<file path="config.mk">
export PLATFORM = sky130hd
export DESIGN_NAME = lfsr_gen
export DESIGN_NICKNAME = d
export VERILOG_FILES = /design/src/rtl/lfsr_gen.sv
export SDC_FILE = /design/constraint.sdc
export NUM_CORES = 1
export LEC_CHECK = 0
export BUFFER_PORTS_ARGS = -buffer_cell sky130_fd_sc_hd__buf_4
export CAP_MARGIN = 5
export CORE_ASPECT_RATIO = 0.7
export CORE_MARGIN = 8
export CORE_UTILIZATION = 31
export CTS_CLUSTER_DIAMETER = 30
export DETAILED_ROUTE_END_ITERATION = 12
export SLEW_MARGIN = 20
export SYNTH_ARGS = -nofsm -noshare
export SYNTH_HDL_FRONTEND = slang
export SYNTH_SLANG_ARGS = --single-unit
</file>
<file path="constraint.sdc">
create_clock -name clk -period 3.29 [get_ports clk]
set_input_delay 0.658 -clock clk [delete_from_list [all_inputs] [get_ports clk]]
set_output_delay 0.658 -clock clk [all_outputs]
set_load 0.02 [all_outputs]
</file>
<file path="src/rtl/lfsr_gen.sv">
// lfsr_gen: parametrised Fibonacci LFSR with single-step and prescaled free-running advance,
// all-zero lock-up recovery, and sequence-period measurement after every seed load.
//
// Ports:
//   clk          rising-edge clock
//   rst          synchronous active-high reset
//   load         load seed this cycle (wins over any advance)
//   seed         seed value
//   step         single advance request, level-sampled every cycle
//   run          free-running enable, one advance every DIV cycles
//   q            current LFSR state
//   zero         q == 0, registered with q
//   recovered    one-cycle pulse after an all-zero recovery
//   period       last measured period (WIDTH+1 bits)
//   period_valid period holds a completed measurement
//   period_ovf   measurement saturated without returning to the seed
module lfsr_gen #(
  parameter int unsigned      WIDTH        = 8,
  parameter logic [WIDTH-1:0] TAPS         = WIDTH'(8'h1D),
  parameter int unsigned      DIV          = 4,
  parameter bit               AUTO_RECOVER = 1'b1
) (
  input  logic             clk,
  input  logic             rst,
  input  logic             load,
  input  logic [WIDTH-1:0] seed,
  input  logic             step,
  input  logic             run,
  output logic [WIDTH-1:0] q,
  output logic             zero,
  output logic             recovered,
  output logic [WIDTH:0]   period,
  output logic             period_valid,
  output logic             period_ovf
);

  localparam int unsigned    PW       = (DIV > 1) ? $clog2(DIV) : 1;
  localparam logic [PW-1:0]  PresMax  = PW'(DIV - 1);
  localparam logic [PW-1:0]  PresOne  = PW'(1);
  localparam logic [WIDTH:0] CntMax   = '1;
  localparam logic [WIDTH:0] CntOne   = (WIDTH+1)'(1);
  localparam logic [WIDTH-1:0] Recover = AUTO_RECOVER ? WIDTH'(1) : '0;

  typedef enum logic [1:0] {StIdle, StMeas, StDone} state_e;

  state_e           st_q, st_d;
  logic [PW-1:0]    pres_q, pres_d;
  logic [WIDTH-1:0] seed_q, seed_d;
  logic [WIDTH-1:0] q_d, q_adv;
  logic [WIDTH:0]   cnt_q, cnt_d, cnt_next;
  logic [WIDTH:0]   period_d;
  logic             valid_d, ovf_d, rec_d, zero_d;
  logic             tick, adv, fb, lockup;

  // Prescaler: tick in the cycle the count sits at DIV-1, so the first run advance lands on the
  // DIV-th edge at which run is sampled high.
  always_comb begin
    tick   = run & (pres_q == PresMax);
    adv    = step | tick;
    pres_d = (!run || load || tick) ? '0 : pres_q + PresOne;
  end

  always_comb begin
    fb     = ^(q & TAPS);
    lockup = (q == '0);
    q_adv  = lockup ? Recover : {fb, q[WIDTH-1:1]};
  end

  always_comb begin
    q_d      = q;
    seed_d   = seed_q;
    rec_d    = 1'b0;
    st_d     = st_q;
    cnt_d    = cnt_q;
    cnt_next = cnt_q + CntOne;
    period_d = period;
    valid_d  = period_valid;
    ovf_d    = period_ovf;

    if (load) begin
      q_d     = seed;
      seed_d  = seed;
      st_d    = StMeas;
      cnt_d   = '0;
      valid_d = 1'b0;
      ovf_d   = 1'b0;
    end else if (adv) begin
      q_d   = q_adv;
      rec_d = lockup & AUTO_RECOVER;
      if (st_q == StMeas) begin
        if (q_adv == seed_q) begin
          period_d = cnt_next;
          valid_d  = 1'b1;
          st_d     = StDone;
        end else if (cnt_next == CntMax) begin
          // Never returned to the seed (e.g. zero seed with recovery): saturate and stop.
          period_d = cnt_next;
          ovf_d    = 1'b1;
          st_d     = StDone;
        end else begin
          cnt_d = cnt_next;
        end
      end
    end

    zero_d = (q_d == '0);
  end

  always_ff @(posedge clk) begin
    if (rst) begin
      st_q         <= StIdle;
      pres_q       <= '0;
      seed_q       <= '0;
      cnt_q        <= '0;
      q            <= '0;
      zero         <= 1'b1;
      recovered    <= 1'b0;
      period       <= '0;
      period_valid <= 1'b0;
      period_ovf   <= 1'b0;
    end else begin
      st_q         <= st_d;
      pres_q       <= pres_d;
      seed_q       <= seed_d;
      cnt_q        <= cnt_d;
      q            <= q_d;
      zero         <= zero_d;
      recovered    <= rec_d;
      period       <= period_d;
      period_valid <= valid_d;
      period_ovf   <= ovf_d;
    end
  end

endmodule
</file>
# Word-level counts from Yosys, hierarchy flattened
# Index checks and enable logic that the tools add are counted.
# word_totals
wordCells	52
ff_bits	42
# classes
eq_ne	4
bitwise	6
muxes	10
n_reduce_logical	19
addsub	2
# ops
op	n
$mux 8	3
$mux 9	2
$logic_not 8->1	2
$reduce_and 4->1	3
$add 9x1->9 const B	1
$eq 9x9->1 const B	1
$reduce_and 3->1	3
$eq 8x8->1	1
$reduce_xor 8->1	1
$reduce_bool 2->1	3
$mux 2	2
$not 1->1	4
$reduce_or 2->1	2
$mux 1	3
$reduce_bool 3->1	1
$reduce_or 3->1	1
$add 2x1->2 const B	1
$eq 2x1->1 const B	1
$eq 2x2->1 const B	1
$logic_or 1x1->1	2
$and 1x1->1	1
$logic_not 1->1	1
$or 1x1->1	1

# Logic depth before layout (Yosys ltp)
# Gate-level depths: netlist of the first run.
# depth
depth_word	7
depth_mapped	9
ltp_nobuf	8

# Least setup slack after synthesis of the first run
# OpenSTA, ideal clock, no wires.
# synth_timing
path_type	reg-to-reg
start	register q[3]
end	register period[4]
setup_ps	136
path_stages_with_launch	10
t_arrival_ps	2228
path_buffers	1
path_slack_ps	926
t_required_ps	3154
path_cell_list	dfxtp_1 -> inv_1 -> ha_1 -> xnor3_1 -> a21oi_2 -> xnor2_1 -> nand4_1 -> clkbuf_1 -> a2111oi_0 -> a211oi_1
# synth_via
elab_chain_cells	5
# synth_rtl
element	line	source
from (decl)	29	output logic [WIDTH-1:0] q,
from (signal assigned)	126	q <= q_d;
$logic_not 8->1 or $reduce_xor 8->1 (tied branches)	65, 64	
$mux 8 *	66	q_adv = lockup ? Recover : {fb, q[WIDTH-1:1]};
$eq 8x8->1 *	91	if (q_adv == seed_q) begin
$reduce_bool 2->1 (no source line)	n/a	
$reduce_and 4->1 (no source line)	n/a	
to (signal assigned)	129	period <= period_d;
to (decl)	32	output logic [WIDTH:0] period,
# Mark *: on every way between the ends. The rest lies on a longest branch, timed or not.
# A chain may end at the register's enable or synchronous reset.

# Final worst setup path of the first run
# layout_timing
start	register cnt_q[1]
end	register period[4]
# layout_via
elab_chain_cells	4
# layout_rtl
element	line	source
from (decl)	50	logic [WIDTH:0] cnt_q, cnt_d, cnt_next;
from (signal assigned)	125	cnt_q <= cnt_d;
$add 9x1->9 *	75	cnt_next = cnt_q + CntOne;
$eq 9x9->1	95	end else if (cnt_next == CntMax) begin
$reduce_bool 2->1 (no source line)	n/a	
$reduce_and 4->1 (no source line)	n/a	
# Mark *: on every way between the ends. The rest lies on a longest branch, timed or not. The select of a mux whose other input is x is not followed.

==> metrics.md, run 1 <==
| Metric | Value |
|---|---|
| Grt total ovfl | 0 |
| First-pass GRT wire length | 9901 um |
| Max Cap Viol | 0 |
| Yosys warnings | 0 |
| Vias | 1948 |
| Avg Inst Size Synth | 9.031 sq um |
| Layout Area Growth over Synthesis | 17.93% |
| Period utilisation layout | roughly 84% |
| Max VDD drop | 0.1411 mV |
| Crit path time final | 2749 ps |
| Element type at the critical path start | register |
| Final hold violation count | 0 |
| NumNets Final | 290 |
| Crit Path Class | reg2reg |
| Max Clock Freq | 363.7 MHz |
| Boundary pin count | 34 |
| Initial antenna violation count | 0 |
| Relative slew margins | between 30% and 40% |
| CTS resizes | 0 |
| Setup TNS | 0 ps |
| TritonCTS buffer count | 5 |
| Sink Count | 42 |
| Fill cells | 754 |
| CP max stage delay | 590 ps |
| Seq/Total Area, Yosys | 37.54% |
| TritonRoute pass-1 iters | 5 |
| Post-CTS setup buffer count | 0 |
| Placer Congestion | 0.8417 |
| Syn_nets | 265 |
| Vias in the first global route | ~2000 |
| CTS tree | done |
| Dpl hpwl | 4340 um |
| Horiz. Die Dim | roughly 120 um |
| Leakage | 1.022 nW |
| Synth Instances | 248 |
| Share of layout cells above drive strength 1 | 21.53% |
| Root Buffer | clkbuf_8 |
| Clock skew | 8.199 ps |
| Largest net degree at the start of global routing | 34 |
| Port-buffer cells | 33 |
| CP Data Arrival Time | 2920 ps |
| FFs w/ async S/R, synth | 0% |
| Crit path max-delay cell type | a2111oi_0 |
| Via density | 5.237 |
| CP cell instances | ha_1 > nand3_2 > or3_1 > a211oi_2 > o211ai_2 > a2111oi_0 > a211oi_1 |
| Max Buffers Root-to-Sink | 2 |
| Final WL | 5956 um |
| Hold Worst Slack | between 400 and 500 ps |
| Post-Syn Area | 0.002240 sq mm |
| Post-synth EDFFs | 0 |
| # setup viols final | 0 |
| Chip Height | 87.12 um |
| WL/cell | 16.01 um |
| Core Area | between 0.007 and 0.008 sq mm |
| Hold Buf Count CTS | 0 |
| Full die area | ~0.01 sq mm |
| H-Tree Depth | 2 |
| Total GRT Usage | 11.91% |
| Initial Util | 31.29% |
| Clock slew at reported path FFs | 90 ps |
| Synthesis-stage register bit count | 42 |
| Worst EP required | 3460 ps |
| Final Max Slew Viols | 0 |
| Status | finished clean |
| Ant diodes | 0 |
| Drt drc | 0 |
| PwrDens | 407.6 mW/mm^2 |
| Post-DRT Antenna Nets | 0 |
| Iter 0 DRT Violations | 95 |
| RSZ-0062 raised after global routing | no |
| # rows | 26 |
| Setup WS post-layout | between 500 and 600 ps |
| Hold Path Class | reg2reg |
| Top_reg_cell synth | dfxtp_1 |
| Crit-path max FO | 13 |
| Pre-CTS setup slack | 547.2 ps |
| Unique masters post-synth | 52 |
| Worst Setup End Kind | register |
| Worst-Skew Late Latency | about 300 ps |
| Slew @ Worst Pin | 946.1 ps |
## power by group
| part | internal (mW) | leakage, nW | total [mW] | switching (mW) |
|---|---|---|---|---|
| clock | 0.150 | 0.0452 | 0.338 | 0.188 |
| sequential | 0.527 | 0.343 | 0.549 | 0.0221 |
| combinational | 0.0814 | 0.634 | 0.190 | 0.108 |
| total | 0.758 | 1.02 | 1.08 | 0.318 |
## critical path: cells and delay by family (launching register included)
family	cells	cell delay, ps
simple gates	2	590
fa+ha+maj	1	330
compound gates	4	1300
flops	1	400
## synthesized netlist by cell type (all sizes together), types with 6 or more instances
master   instances  area share (%)
clkbuf          15             2.5
mux2i           11             4.9
nand3            8             2.0
inv             16             2.7
o21ai            8             1.8
xnor2            6             3.2
a211oi          15             5.3
dfxtp           42              38
nand2           23             3.9
a2111oi          6             2.3
a21oi           14             3.3
nor2            12             2.0
xor2             7             2.7
## metrics by stage
| stage | total power, mW | util, % | std cells | instance area, sq um |
|---|---|---|---|---|
| 6_report | 1.077 | 36.91 | 372 | 2641 |
| 5_1_grt | 1.132 | 36.91 | 372 | 2641 |
| 4_1_cts | 1.087 | 36.91 | 372 | 2641 |
| 3_5_place_dp | 0.7508 | 35.70 | 364 | 2555 |
| 3_3_place_gp | 0.7460 | 35.70 | 364 | 2555 |
| 2_1_floorplan | 0.6889 | - | 248 | 2240 |
## final timing paths
kind                                start  slack, ps        end  depth (start not counted)
worst min register to register  pres_q[0]        450  pres_q[0]                          1
worst min-delay path            pres_q[0]        450  pres_q[0]                          1
worst max register to register   cnt_q[1]        540  period[4]                          7
worst max-delay path             cnt_q[1]        540  period[4]                          7
## cells in the final DEF (no fill, tap or decap), types with 2 or more instances in the layout
| cell | n |
|---|---|
| mux2i_1 | 11 |
| and2_1 | 2 |
| a2111oi_0 | 6 |
| xnor2_1 | 5 |
| a21oi_1 | 13 |
| nor3_1 | 3 |
| or3_1 | 5 |
| o21a_1 | 3 |
| clkbuf_8 | 5 |
| nor4_1 | 3 |
| nand3_1 | 7 |
| nor3_2 | 2 |
| a22oi_1 | 2 |
| ha_1 | 4 |
| dfxtp_1 | 42 |
| o22ai_1 | 2 |
| a211oi_1 | 14 |
| nor2b_1 | 5 |
| o21ai_0 | 8 |
| o211ai_2 | 2 |
| nor3b_1 | 2 |
| nor2_1 | 12 |
| inv_1 | 16 |
| a31oi_1 | 2 |
| nand2_1 | 23 |
| nand4_1 | 5 |
| xor2_1 | 7 |
| buf_4 | 36 |
| nand2b_1 | 2 |
## sequential cells by signal (all words and copies together) (netlist names)
name	cells
period_ovf	1
period	9
q	8
st_q	2
seed_q	8
zero	1
recovered	1
pres_q	2
period_valid	1
cnt_q	9
## cell families (layout without fill, tap and decap cells)
kind of cell	count (synthesis)	count (layout)	share of synthesized area (%)
and+or+nand+nor	79	79	19.66
xor gates and xnor gates	14	14	6.927
muxes	11	11	4.916
AOI/OAI and AO/OA	64	64	22.57
adders and majority gates	4	4	2.235
DFF	42	42	37.54
buffers and inverters	34	60	6.145
## layout make-up
class	count	area, sq um	area share, %
clock buffer	6	72.57	2.748
inverter	16	60.06	2.274
sequential	42	840.8	31.83
clock inverter	2	13.76	0.5211
tap	98	122.6	4.642
multi-input combinational	172	1261	47.75
timing repair buffer	36	270.3	10.23
## per-layer routing
layer / vias to the layer above / global-route usage, % / share of wire [%] / wire (um)
li1: 944 / - / - / -
met1: 947 / 16.12 / 52 / 3089
met2: 49 / 17.74 / 42 / 2522
met3: 8 / 3.044 / 4.4 / 260
met4: 0 / 4.514 / 1.4 / 83
met5: - / 0 / 0 / 0
Power figures use the tool's default switching activity.
==> run 2, diff against run 1 <==
ABC_AREA = 1   (was default)
clock period = 2.6 ns   (was 3.29 ns; I/O delays follow)
==> run 2 against run 1 <==
  * Die area is 0.19% lower
  * Critical path type unchanged
  * Largest cell class unchanged
  * Sequential power is 25% higher
  * Highest routed layer unchanged
  * Via count is 4.7% higher
==> metrics.md, run 2 <==
| Metric | Value |
|---|---|
| Top flop regs | cnt_q x9, period x9 |
| Syn_nets | 343 |
| Clock slew at reported path FFs | 80 ps |
| Leading area contributor after synthesis | dfxtp_1 |
| CP max stage delay | 400 ps |
| First-pass GRT wire length | 9142 um |
| Post-synth EDFFs | 0 |
| Worst-Skew Late Latency | 290 ps |
| Slew @ Worst Pin | between 400 and 500 ps |
| Via density | between 4 and 5 |
| Vias | 2040 |
| Total net switching power | 0.3813 mW |
| Worst Setup End Kind | register |
| Sw Share | 28.97% |
| Chip Height | a little under 90 um |
| Final Max Slew Viols | 0 |
| Hold Buf Count CTS | 0 |
| Pre-CTS setup slack | between 500 and 600 ps |
| Share of Yosys cell area claimed by the top area cell type | 37.63% |
| CTS tree | done |
| Placer Congestion | 0.8678 |
| Initial antenna violation count | 0 |
| Relative slew margins | just over 70% |
| RSZ-0062 raised after global routing | no |
| Design internal power | ~0.93 mW |
| Boundary pin count | 34 |
| H-Tree Depth | 2 |
| Clock skew | 7.546 ps |
| CP cell instances | inv_1 > ha_1 > or2_1 > nand3_1 > nand3_1 > nand2_1 > nand2_1 > nand3_2 > nand3_2 > inv_2 > nand2_1 > a21oi_1 |
| Crit path time final | 2121 ps |
| Max Buffers Root-to-Sink | 2 |
| NumNets Final | 378 |
| Leakage | 1.260 nW |
| Port-buffer cells | 33 |
| Setup TNS | 0 ps |
| Root Buffer | clkbuf_8 |
| TritonRoute pass-1 iters | 4 |
| Crit Path Class | reg2reg |
| Horiz. Die Dim | roughly 120 um |
| CP delay by family, top | simple AND/OR/NAND/NOR gates |
| Synthesis-stage register bit count | 42 |
| Commonest non-fill, non-tap cell in the layout | nand2_1 |
| FFs w/ async S/R, synth | 0% |
| Layout Area Growth over Synthesis | 19.26% |
| Status | finished clean |
| Post-CTS setup buffer count | 0 |
| Setup WS post-layout | 478.9 ps |
| Unique masters post-synth | 32 |
| Drt drc | 0 |
| Max Cap Viol | 0 |
| Element type at the critical path start | register |
| Share of layout cells above drive strength 1 | 20.78% |
| Max Clock Freq | roughly 470 MHz |
| # setup viols final | 0 |
| TritonCTS buffer count | 5 |
| Avg Inst Size Synth | 6.855 sq um |
| Post-Place Cells | 452 |
| Seq/Total Area, Yosys | 37.63% |
| Yosys warnings | 0 |
| Grt total ovfl | 0 |
| Vias in the first global route | 1847 |
| Flop pwr share | between 50% and 60% |
| Dpl hpwl | 4284 um |
| Core Area | 0.007157 sq mm |
| Clock Power Share | 30.6% |
| Largest net degree at the start of global routing | 19 |
| Full die area | 0.01022 sq mm |
| Post-Syn Area | 0.002235 sq mm |
| Crit path max-delay cell type | dfxtp_1 |
| PwrDens | 493.8 mW/mm^2 |
| Period utilisation layout | 81.58% |
| Iter 0 DRT Violations | between 80 and 90 |
| Initial Util | a little under a third |
| WL/cell | 11.85 um |
| CP Data Arrival Time | 2340 ps |
| Worst EP required | 2820 ps |
| Top-count cell post-synth | nand2_1 |
| Max VDD drop | 0.2623 mV |
| Most frequent CP cell | nand2_1 |
| Top_reg_cell synth | dfxtp_1 |
| Final Instance Count excl. Fillers | 459 |
| # rows | 26 |
| Post-DRT Antenna Nets | 0 |
| CTS resizes | 0 |
| Commonest cells after routing, fill and taps aside | nand2_1, inv_1, dfxtp_1 |
| Hold Path Class | reg2reg |
| Final Power | 1.316 mW |
| Commonest cells post-synth | nand2_1, inv_1, dfxtp_1, nor2_1, a21oi_1 |
| Top cells by area, synth | dfxtp_1, nand2_1, inv_1 |
| Final WL | 5439 um |
| Ant diodes | 0 |
| Synth Instances | 326 |
| Sink Count | 42 |
| Total GRT Usage | 10.97% |
| Comb power frac | 17.1% |
| Crit path buf inv count | 2 |
| Final hold violation count | 0 |
| Crit-path max FO | 10 |
## run 2: cell types whose count changed after synthesis, moves of 6 or more
cell / previous run / this run
nand2_1: 23 / 83
inv_1: 16 / 53
nor2_1: 12 / 30
a211oi_1: 14 / 0
mux2i_1: 11 / 0
nor2_2: 0 / 10
clkbuf_1: 15 / 6
nand2_2: 0 / 9
xor2_1: 7 / 0
a2111oi_0: 6 / 0
inv_2: 0 / 6
## run 2: cell type report
type                            count  area, sq um
Inverter                           61        229.0
Fill cell                         790         4492
Sequential cell                    42        840.8
Timing Repair Buffer               36        270.3
Clock buffer                        7        76.32
Tap cell                           98        122.6
Multi-Input combinational cell    215         1126
## run 2: routing by layer
metal	wire length, um	part of all wire (%)	vias up	global-route usage [%]
met5	0	0	-	0
met2	2057	38	57	14.48
met3	333	6.1	7	2.461
li1	-	-	1082	-
met1	2982	55	894	16.64
met4	65	1.2	0	3.472
## run 2: path summary, 6_finish.rpt
| check | slack, ps | start | cells after the start | to |
|---|---|---|---|---|
| setup / recovery | 480 | q[3] | 12 | cnt_q[1] |
| hold / removal | 430 | pres_q[0] | 1 | pres_q[0] |
| setup reg to reg | 480 | q[3] | 12 | cnt_q[1] |
| hold reg to reg | 430 | pres_q[0] | 1 | pres_q[0] |
## run 2: kinds of logic after synthesis
family / share of synthesized area, %
AO/OA/AOI/OAI: 9.910
XOR/XNOR: 1.960
adder cells (fa/ha/maj): 2.240
buffers and inverters: 11.98
flip-flops: 37.63
AND/OR/NAND/NOR: 36.28
## run 2: worst register-to-register path, delay by kind of cell, from the launching register on
family / cells / cell delay [ps]
simple gates: 8 / 970
flops: 1 / 400
fa+ha+maj: 1 / 290
buf+inv: 2 / 270
compound gates: 1 / 120
## run 2: power by group through the flow
stage          clock (mW)  combinational, mW  sequential [mW]
6_report            0.403              0.225            0.688
5_1_grt             0.441              0.252            0.691
4_1_cts             0.412              0.226            0.687
3_5_place_dp            0              0.225            0.702
3_3_place_gp            0              0.223            0.702
2_1_floorplan           0              0.142            0.712
## run 2: per-stage QoR
stage / instance area, sq um / hold slack, ps / util (%)
after CTS: 2665 / 432.4 / 37.24
after detailed placement: 2589 / 415.2 / 36.17
after global placement: 2589 / 414.4 / 36.17
after global routing: 2665 / 477.6 / 37.24
final: 2665 / 429.9 / 37.24
after floorplan: 2235 / 398.5 / -
==> run 3, diff against run 2 <==
clock period = 1.85 ns   (was 2.6 ns; I/O delays follow)
==> run 3 against run 2 <==
  * The run now ends with setup timing left
  * Hold slack lost 95 ps
  * Sequential share of layout area shrank 3.0 points
  * Combinational power increased by 78%
  * First-iteration DRC count rose by 40%
  * Register-to-register slack worse by 500 ps
  * Setup slack got worse by 500 ps
  * Critical endpoint is now period[4]
==> metrics.md, run 3 (synthesis gave the netlist of run 2 again) <==
| Metric | Value |
|---|---|
| Crit Path Class | reg2reg |
| Hold Buf Count CTS | 0 |
| Max Cap Viol | 0 |
| Fill cells | 761 |
| CP cell instances | inv_2 > ha_4 > or2_1 > nand3_1 > nand4_1 > nand2_2 > nand3_4 > nand2_4 > nand3_4 > nand2_2 > nand2_1 > nor2_1 |
| FF-to-FF path depth | 12 |
| Status | finished, violations left |
| Final WL | about 6000 um |
| TritonCTS buffer count | 5 |
| Vias in the first global route | 2012 |
| CP delay by family, top | simple AND/OR/NAND/NOR gates |
| Clock slew at reported path FFs | 90 ps |
| Hold Worst Slack | around 340 ps |
| Relative slew margins | 72.34% |
| CP Depth | 12 |
| Period utilisation layout | 101.4% |
| Layout Area Growth over Synthesis | 33.48% |
| Root Buffer | clkbuf_8 |
| Crit path max-delay cell type | dfxtp_4 |
| Max Clock Freq | 533.2 MHz |
| Element type at the critical path start | register |
| PwrDens | about 740 mW/mm^2 |
| Chip Height | 87.04 um |
| Final hold violation count | 0 |
| Dpl hpwl | 4488 um |
| Commonest cells after routing, fill and taps aside | nand2_1, buf_4, inv_1 |
| Core Area | 0.007157 sq mm |
| Horiz. Die Dim | ~120 um |
| Drt drc | 0 |
| Leakage | 1.390 nW |
| Area taken by multi-input logic gates | 0.001216 sq mm |
| Max VDD drop | 0.4405 mV |
| Post-DRT Antenna Nets | 0 |
| Setup WS post-layout | -25.52 ps |
| CTS tree | done |
| CP max stage delay | 350 ps |
| Worst Setup End Kind | register |
| Crit path time final | 1876 ps |
| Min-Delay Path Depth | 3 |
| Worst-Skew Late Latency | 300 ps |
| Clock skew | between 9 and 10 ps |
| Slew @ Worst Pin | 414.5 ps |
| Worst EP required | 2090 ps |
| Reg area | 850.8 sq um |
| NumNets Final | 398 |
| RSZ-0062 raised after global routing | yes |
| Share of layout cells above drive strength 1 | 30.89% |
| Top flop regs | cnt_q x9, period x9 |
| Post-Layout Inst Area | approximately 0.003 sq mm |
| Iter 0 DRT Violations | 118 |
| Largest net degree at the start of global routing | 19 |
| Commonest non-fill, non-tap cell in the layout | nand2_1 |
| Max Buffers Root-to-Sink | 2 |
| Placed inst area | ~0.0027 sq mm |
| Ant diodes | 0 |
| Final Max Slew Viols | 0 |
| Vias | 2192 |
| # setup viols final | 4 |
| Port-buffer cells | 33 |
| Total GRT Usage | 11.85% |
| CP Data Arrival Time | around 2100 ps |
| Placer Congestion | 0.8433 |
| Sink Count | 42 |
| Pre-CTS setup slack | -95.80 ps |
| Initial Util | 31.22% |
| H-Tree Depth | 2 |
| Crit path buf inv count | 1 |
| Hold Path Class | in2reg |
| Boundary pin count | 34 |
| WL/cell | around 12 um |
| Via density | 4.567 |
| Crit-path max FO | 7 |
| First-pass GRT wire length | 9998 um |
| Failing checks | setup timing |
| # rows | 26 |
| Initial antenna violation count | 0 |
| Grt total ovfl | 0 |
| Full die area | roughly 0.010 sq mm |
| TritonRoute pass-1 iters | 5 |
run 3: changes by cell type in the layout (fill, tap and decap cells not counted), moves of 3 or more:
| cell | change |
|---|---|
| buf_4 | +17 |
| nand2_1 | -7 |
| nand2_2 | +7 |
| dfxtp_1 | -4 |
| nor2_4 | +3 |
run 3: worst paths after layout:
| kind | slack, ps | start | end |
|---|---|---|---|
| min | 340 | seed[6] | seed_q[6] |
| max | -30 | q[3] | period[4] |
| min reg2reg | 440 | pres_q[0] | pres_q[0] |
| max reg2reg | -30 | q[3] | period[4] |
run 3: repair_timing:
item                                    4_1_cts  5_1_grt
pin swaps                                     7       10
endpoints found under the hold margin         0        0
setup buffers                                 3        0
endpoints found under the setup margin       17       22
gates resized for setup                       4       18
cloned                                        1        0
run 3: worst register-to-register path: cells and delay by family (launching register included):
kind | cells | cell delay, ps
DFF | 1 | 350
buffers and inverters | 1 | 40
and+or+nand+nor | 10 | 1210
adders and majority gates | 1 | 220
run 3: area by class of cell:
cell class	instances	area share (%)
flip-flops and latches	42	28.52
clock buffers	6	3.146
repair buffers	55	14.39
inverters	61	7.760
well taps	98	4.111
clock inverters	2	1.300
multi-input cells	216	40.77
run 3: per-layer routing:
metal / wire [um] / global-route usage, % / share of wire [%] / vias up
met2: 2489 / 16.70 / 42 / 41
met1: 3217 / 17.63 / 54 / 1012
met5: 0 / 0 / 0 / -
met3: 216 / 2.267 / 3.6 / 4
li1: - / - / - / 1135
met4: 48 / 3.125 / 0.80 / 0
run 3: report_power, final:
group	leakage (nW)	internal [mW]	switching, mW
clock	0.0665	0.487	0.347
combinational	0.978	0.166	0.235
sequential	0.345	0.937	0.0264
total	1.39	1.59	0.609
run 3: per-stage QoR:
step	power [mW]	cells	utilization, %	TNS [ps]
3_5_place_dp	1.337	468	38.30	-666.0
6_report	2.198	480	41.68	-72.76
5_1_grt	2.307	480	41.68	-2010
2_1_floorplan	1.203	326	-	-269.6
4_1_cts	2.193	480	40.86	-38.54
3_3_place_gp	1.334	468	38.30	-127.9
